[src/rtl/alu_issue_stage.sv]
// ALU issue stage: decodes RV32I OP/OP-IMM, bypasses writeback into rs1/rs2, and
// hands A/B/FS/rd to the FunctionUnit through a 2-entry skid buffer.
package alu_issue_stage_pkg;
    localparam int unsigned ENTRY_XLEN = 32;
    localparam int unsigned FS_W       = 4;
    localparam int unsigned REG_W      = 5;

    localparam logic [6:0] OPC_OP     = 7'b0110011;
    localparam logic [6:0] OPC_OP_IMM = 7'b0010011;

    typedef struct packed {
        logic [ENTRY_XLEN-1:0] a;
        logic [ENTRY_XLEN-1:0] b;
        logic [FS_W-1:0]       fs;
        logic [REG_W-1:0]      rd;
        logic                  illegal;
    } issue_entry_t;
endpackage

module alu_issue_stage
    import alu_issue_stage_pkg::*;
#(
    parameter int unsigned XLEN   = 32,
    parameter bit          FWD_EN = 1'b1
) (
    input  logic            clk,
    input  logic            rst,
    input  logic            in_valid,
    output logic            in_ready,
    input  logic [6:0]      in_opcode,
    input  logic [2:0]      in_funct3,
    input  logic [6:0]      in_funct7,
    input  logic [4:0]      in_rs1,
    input  logic [4:0]      in_rs2,
    input  logic [XLEN-1:0] in_rs1_val,
    input  logic [XLEN-1:0] in_rs2_val,
    input  logic [11:0]     in_imm,
    input  logic [4:0]      in_rd,
    input  logic            fwd_valid,
    input  logic [4:0]      fwd_rd,
    input  logic [XLEN-1:0] fwd_data,
    output logic            out_valid,
    input  logic            out_ready,
    output logic [XLEN-1:0] out_A,
    output logic [XLEN-1:0] out_B,
    output logic [3:0]      out_FS,
    output logic [4:0]      out_rd,
    output logic            out_illegal
);

    issue_entry_t head;
    issue_entry_t skid;
    issue_entry_t new_entry;
    logic         head_valid;
    logic         skid_valid;
    logic         accept;
    logic         consume;
    logic         is_op;
    logic         is_op_imm;
    logic         alt;
    logic         illegal;
    logic [XLEN-1:0] rs1_val;
    logic [XLEN-1:0] rs2_val;
    logic [XLEN-1:0] imm_sext;

    // x0 is hard zero; otherwise the writeback result wins over the register-file read.
    function automatic logic [XLEN-1:0] src_val(
        input logic [4:0]      idx,
        input logic [XLEN-1:0] rf_val,
        input logic            byp_valid,
        input logic [4:0]      byp_rd,
        input logic [XLEN-1:0] byp_data
    );
        if (idx == 5'd0) begin
            return '0;
        end
        if (FWD_EN && byp_valid && (byp_rd == idx)) begin
            return byp_data;
        end
        return rf_val;
    endfunction

    assign accept  = in_valid & in_ready;
    assign consume = head_valid & out_ready;

    // Decode, illegal detection and operand selection for the incoming instruction.
    always_comb begin
        is_op     = (in_opcode == OPC_OP);
        is_op_imm = (in_opcode == OPC_OP_IMM);
        rs1_val   = src_val(in_rs1, in_rs1_val, fwd_valid, fwd_rd, fwd_data);
        rs2_val   = src_val(in_rs2, in_rs2_val, fwd_valid, fwd_rd, fwd_data);
        imm_sext  = {{(XLEN-12){in_imm[11]}}, in_imm};

        alt = 1'b0;
        if ((in_funct3 == 3'b000 && is_op) || in_funct3 == 3'b101) begin
            alt = in_funct7[5];
        end

        illegal = 1'b0;
        if (is_op) begin
            if (in_funct7 == 7'b0100000) begin
                illegal = (in_funct3 != 3'b000) && (in_funct3 != 3'b101);
            end else if (in_funct7 != 7'b0000000) begin
                illegal = 1'b1;
            end
        end else if (is_op_imm) begin
            if (in_funct3 == 3'b001) begin
                illegal = (in_funct7 != 7'b0000000);
            end else if (in_funct3 == 3'b101) begin
                illegal = (in_funct7 != 7'b0000000) && (in_funct7 != 7'b0100000);
            end
        end else begin
            illegal = 1'b1;
        end

        new_entry.a       = rs1_val;
        new_entry.b       = is_op ? rs2_val : imm_sext;
        new_entry.fs      = illegal ? 4'b0000 : {in_funct3, alt};
        new_entry.rd      = illegal ? 5'd0 : in_rd;
        new_entry.illegal = illegal;
    end

    // Output register plus one skid register; the skid only fills when the head is held.
    always_ff @(posedge clk) begin
        if (rst) begin
            head_valid <= 1'b0;
            skid_valid <= 1'b0;
            head       <= '0;
            skid       <= '0;
        end else if (skid_valid) begin
            if (consume) begin
                head       <= skid;
                skid_valid <= 1'b0;
            end
        end else if (accept) begin
            if (!head_valid || consume) begin
                head       <= new_entry;
                head_valid <= 1'b1;
            end else begin
                skid       <= new_entry;
                skid_valid <= 1'b1;
            end
        end else if (consume) begin
            head_valid <= 1'b0;
        end
    end

    assign in_ready    = ~skid_valid;
    assign out_valid   = head_valid;
    assign out_A       = head.a;
    assign out_B       = head.b;
    assign out_FS      = head.fs;
    assign out_rd      = head.rd;
    assign out_illegal = head.illegal;

endmodule

[config.mk]
export PLATFORM = sky130hd
export DESIGN_NAME = alu_issue_stage
export DESIGN_NICKNAME = d
export VERILOG_FILES = /design/src/rtl/alu_issue_stage.sv
export SDC_FILE = /design/constraint.sdc
export NUM_CORES = 1
export LEC_CHECK = 0
export ABC_AREA = 1
export CORE_ASPECT_RATIO = 1.25
export CORE_UTILIZATION = 35
export CTS_BUF_LIST = sky130_fd_sc_hd__clkbuf_8 sky130_fd_sc_hd__clkbuf_16
export CTS_CLUSTER_SIZE = 25
export DETAILED_ROUTE_END_ITERATION = 8
export PLACE_DENSITY = 0.59
export SYNTH_ARGS = -nofsm -noshare
export SYNTH_HDL_FRONTEND = slang
export SYNTH_SLANG_ARGS = --single-unit
[constraint.sdc]
create_clock -name clk -period 1.6 [get_ports clk]
set_clock_uncertainty 0.05 [all_clocks]
set_input_delay 0.32 -clock clk [delete_from_list [all_inputs] [get_ports clk]]
set_output_delay 0.32 -clock clk [all_outputs]
set_load 0.05 [all_outputs]
Word level (Yosys, flattened, before mapping)
Index checks and enable logic that the tools add are counted.

Register bits: 150. Latch bits: 0. Bits in writable memories: 0. ROM bits: 0. Bits of input ports: 150. Output and inout bits: 76. Logic and storage cells: 81. Memories: 0.

Add/sub/neg operators: 0. $mul: 0. Divide/modulo/power cells: 0. Order comparisons: 0. Eq/ne operators: 11. Shifts and indexed selects: 0. Mux-type cells: 35. Bitwise logic cells: 4. Reductions and logical operators: 19.

Operators by type and width (number): 74-bit two-way mux (4); 32-bit two-way mux (9); 1-bit two-way mux (20); 7-bit by 6-bit equality test with 1-bit output, second input constant (2); 5-bit equality test (2); 5-bit logical NOT (2); 3-bit AND reduction (3); 7-bit by 5-bit equality test with 1-bit output, second input constant (1); 7-bit by 6-bit != test with 1-bit output, second input constant (1); 7-bit nonzero test (1); 2-bit nonzero test (3); 1-bit logical AND (5); 5-bit two-way mux (1); 4-bit two-way mux (1); 2-bit by 1-bit != test with 1-bit output, second input constant (2); 3-bit by 1-bit equality test with 1-bit output, second input constant (1); 3-bit equality test, second input constant (1); 3-bit logical NOT (1); 3-bit != test, second input constant (1); 3-bit nonzero test (1); 1-bit bitwise AND (2); 1-bit logical OR (2); 1-bit NOT (2); 1-bit logical NOT (1).

Depth between registers and ports, before layout
Depth in word-level cells: 10. Gate-level depth with buffers: 11. Depth with buffers taken out: 10.

Least setup slack after synthesis
Ideal clock, no wire load.

Kind: register -> register. Start point: register head_valid (netlist: out_valid). End point: register skid[1] (netlist name). Arrival: 1.613 ns. Path slack: -0.182 ns. Cell stages (with the launch flop): 8. Clock period less this slack: 1.782 ns. Cell sequence: dfxtp_1 inv_1 nor2_1 nand2_1 inv_2 buf_2 buf_2 a21oi_1.

Word-level cells in the longest chain between the ends: 4. Elaborated cells between the ends (all ways): 5. Those cells by class: 2 x bitwise; 3 x reduce/logical.

Ends and longest elaborated chain: start, declared (RTL line 54) `logic head_valid;`; start signal, assigned (RTL line 126) `head_valid <= 1'b0;`; start signal, assigned (RTL line 138) `head_valid <= 1'b1;`; start signal, assigned (RTL line 144) `head_valid <= 1'b0;`; 1-bit bitwise AND or 1-bit logical NOT (tied branches) (RTL line 84, 136); 1-bit logical OR (*) (RTL line 136) `if (!head_valid || consume) begin`; 1-bit NOT (no source line) (*); 3-bit AND reduction (no source line) (*); end signal, assigned (RTL line 140) `skid <= new_entry;`; end, declared (RTL line 52) `issue_entry_t skid;`.

Every way passes the cells marked *; elsewhere a longest branch is shown, timed or not. A chain may end at the register's enable or synchronous reset.

Final worst setup path
Start point: register skid_valid. End point: register skid[29] (netlist name).

Word-level cells in the longest chain between the ends: 3.

Ends and longest elaborated chain: start, declared (RTL line 55) `logic skid_valid;`; start signal, assigned (RTL line 127) `skid_valid <= 1'b0;`; start signal, assigned (RTL line 133) `skid_valid <= 1'b0;`; start signal, assigned (RTL line 141) `skid_valid <= 1'b1;`; 1-bit NOT (no source line) (*); 1-bit bitwise AND (RTL line 83) `assign accept = in_valid & in_ready;`; 3-bit AND reduction (no source line) (*).

Marked as above.

==> flow_summary.yaml <==
yosys:
  ys_warn_count: 0
  avgSynthCellArea_um2: 6.45
  synth_ff_type: "dfxtp_1"
  synth-async-reset-ratio_pct: 0
  ys_ff_latch: 150
  synth.most_common_cell: "nand2_1"
  synth_top_area_cell: "dfxtp_1"
  yosysSeqAreaShare_pct: 38.7
  yosys.area.top_type_share_pct: 38.7
  synth-edff-count: 0
  synthDistinctLibCells: 24
  synth_area_um2: 7750
  ys_top_cells_by_area: "dfxtp_1 (39%), a21oi_1 (12%), nand2_1 (12%)"
  synth_cells: 1201
  yosys-top-cells-count: "nand2_1 (248), a21oi_1 (193), dfxtp_1 (150)"
  synth_nets: 1351
clocking:
  clk_latency_ns: 0.43
  cts_tree: "done"
  cts_root_buf: "clkbuf_16"
  htree_levels: 4
  cts_max_path_buffers: 2
  cts_buffers: 17
  cts.sink_count: 150
  path_clk_slew_ns: 0.07
floorplan:
  die-area_um2: 22700
  die_w_um: 135
  die_h_um: 168
  rows: 60
  coreArea_um2: 21600
  initial_utilization_pct: 35.9
  io_pins: 226
drt:
  antenna_left: 0
  initialDrtViolationCount: 857
  wl_per_cell_um: 19.9
  routed_wirelength_mm: 34.6
  drc_errors: 0
  firstDrtPassIters: 5
  viasPerCell: 5.44
  vias: 9449
flow_run:
  drv_cap: 0
critical_path:
  r2r_cells: 10
  start_kind: "flop"
  worstSetupStartpoint: "skid_valid"
  critical_path_class: "reg -> reg"
  crit_path_end: "skid[29]"
  rr_endpoint: "skid[29]"
  reg2reg_setup_slack_ns: -0.03
  endpoint_kind: "flop"
  crit_required_ns: 1.86
  cp_max_fo: 6
  regToRegStartpoint: "skid_valid"
  arrival_ns: 1.89
hold_path:
  min_path_type: "in -> reg"
  hold_start: "in_opcode[6]"
power_and_ir_drop:
  leakagePower_nw: 6.17
  power_density_nw_per_um2: 912
  ir_worst_vdd_uv: 743
  p_total_mw: 11.9
sta:
  finalSetupViolations: 1
  max_freq_mhz: 612
  worst_pin_slew_ns: 0.438
  fin_ws_ns: -0.0347
  fin_crit_ns: 1.63
  maxSlewViolCount: 0
  fin_crit_sh_pct: 102
  slew_headroom_pct: 70.8
  rsz0062_at_grt: "yes"
  finalHoldViolCount: 0
global_route:
  grt_util_met1_pct: 34.2
  use_met3_pct: 3.82
  use_met2_pct: 41.8
  first_global_vias: 8163
  antenna_found_initial: 3
  grt_overflow: 0
  busiest_layer: "met2"
  grt_max_degree: 76
  grt_use_total_pct: 26.0
  grt_first_pass_wirelength_mm: 45.7
placed_design:
  place_congestion: 0.961
  numPortBuffers: 225
  place_hpwl_mm: 19.7
  dp_cells: 1662
cells_and_area:
  fillCellCount: 1964
  area_growth_pct: 67.6
  layout.nets: 1593
  drive_gt1_share_pct: 18.5
  finalNonFillerCells: 1738
status:
  status: "finished, violations left"
  violations: "setup timing"
## sequential cells by signal, indices dropped and copies added (netlist names)
register and cells:
out_illegal 1, skid 74, skid_valid 1, out_rd 5, out_FS 4, out_B 32
out_valid 1, out_A 32
## critical path, cell delays in order (launching register included)
cell,delay [ns]
dfxtp_4,0.40
inv_8,0.05
nand2_2,0.05
inv_2,0.05
nand2_1,0.16
clkinv_4,0.19
buf_4,0.20
nor2_1,0.11
nor2_1,0.06
o21ai_1,0.13
inv_1,0.08
## metrics by stage
stage	worst slack (ns)	area (um^2)	hold WS [ns]	TNS [ns]	util [%]
final	-0.0347	13000	0.434	-0.0347	60.1
after floorplan	0.00733	7750	0.411	0	-
after global routing	-0.0672	13000	0.453	-1.70	60.1
after CTS	-0.0342	12100	0.428	-0.125	55.9
after detailed placement	-0.530	11300	0.466	-65.75	52.2
after global placement	-0.544	11300	0.467	-67.19	52.2
## layer usage
metal | part of all wire (%) | wire (um)
met5 | 0 | 0
met4 | 3.9 | 1370
met3 | 7.3 | 2520
met2 | 49 | 17000
met1 | 40 | 13700
## area by class of cell
class	instances	area [um^2]	area share, %
diodes	3	7.51	0.0578
clock inverters	15	191	1.47
inverters	121	474	3.65
flip-flops and latches	150	3010	23.2
multi-input cells	833	4100	31.6
well taps	279	349	2.69
repair buffers	319	4430	34.1
repair inverters	1	6.26	0.0482
clock buffers	17	425	3.28
## layout by cell type (no fill, tap or decap), drive strengths merged
| cell | netlist | layout |
|---|---|---|
| a21boi | 1 | 1 |
| a21oi | 195 | 195 |
| buf | 47 | 152 |
| bufbuf | 0 | 2 |
| bufinv | 0 | 3 |
| clkbuf | 50 | 34 |
| clkdlybuf4s15 | 0 | 1 |
| clkdlybuf4s50 | 0 | 127 |
| clkinv | 0 | 5 |
| clkinvlp | 0 | 1 |
| dfxtp | 150 | 150 |
| diode | 0 | 3 |
| dlygate4sd2 | 0 | 7 |
| dlymetal6s2s | 0 | 13 |
| inv | 121 | 128 |
| nand2 | 249 | 249 |
| nand3 | 112 | 112 |
| nand3b | 2 | 2 |
| nand4 | 33 | 33 |
| nor2 | 85 | 85 |
| nor3 | 6 | 6 |
| o21ai | 150 | 150 |
## report_power, final
part / internal [mW] / switching (mW) / total, mW
clock network: 2.50 / 1.79 / 4.29
registers: 3.99 / 0.231 / 4.22
logic: 1.57 / 1.78 / 3.35
total: 8.05 / 3.80 / 11.9
## how the worst min path moves through the flow
stage           endpoint  cells past startpoint
3_3_place_gp   out_B[14]                      2
4_1_cts          skid[2]                      3
5_1_grt          skid[3]                      3
3_5_place_dp   out_FS[3]                      2
2_1_floorplan    skid[1]                      2
6_report         skid[6]                      6
## cell families (layout without fill, tap and decap cells)
kind of cell           after synthesis  after routing  share of synthesized area, %
buffers and inverters              218            473                          11.4
AND/OR/NAND/NOR                    487            487                          27.4
flip-flops                         150            150                          38.7
other                                0              3                             0
AO/OA/AOI/OAI                      346            346                          22.5
## what timing repair did
item | CTS | global route
setup buffers | 3 | 9
hold buffers | 0 | 0
gates cloned | 4 | 25
setup endpoints to repair | 85 | 148
resized for setup | 28 | 128
pin swaps | 7 | 19
Note: power is estimated with default switching activity, not from simulation.
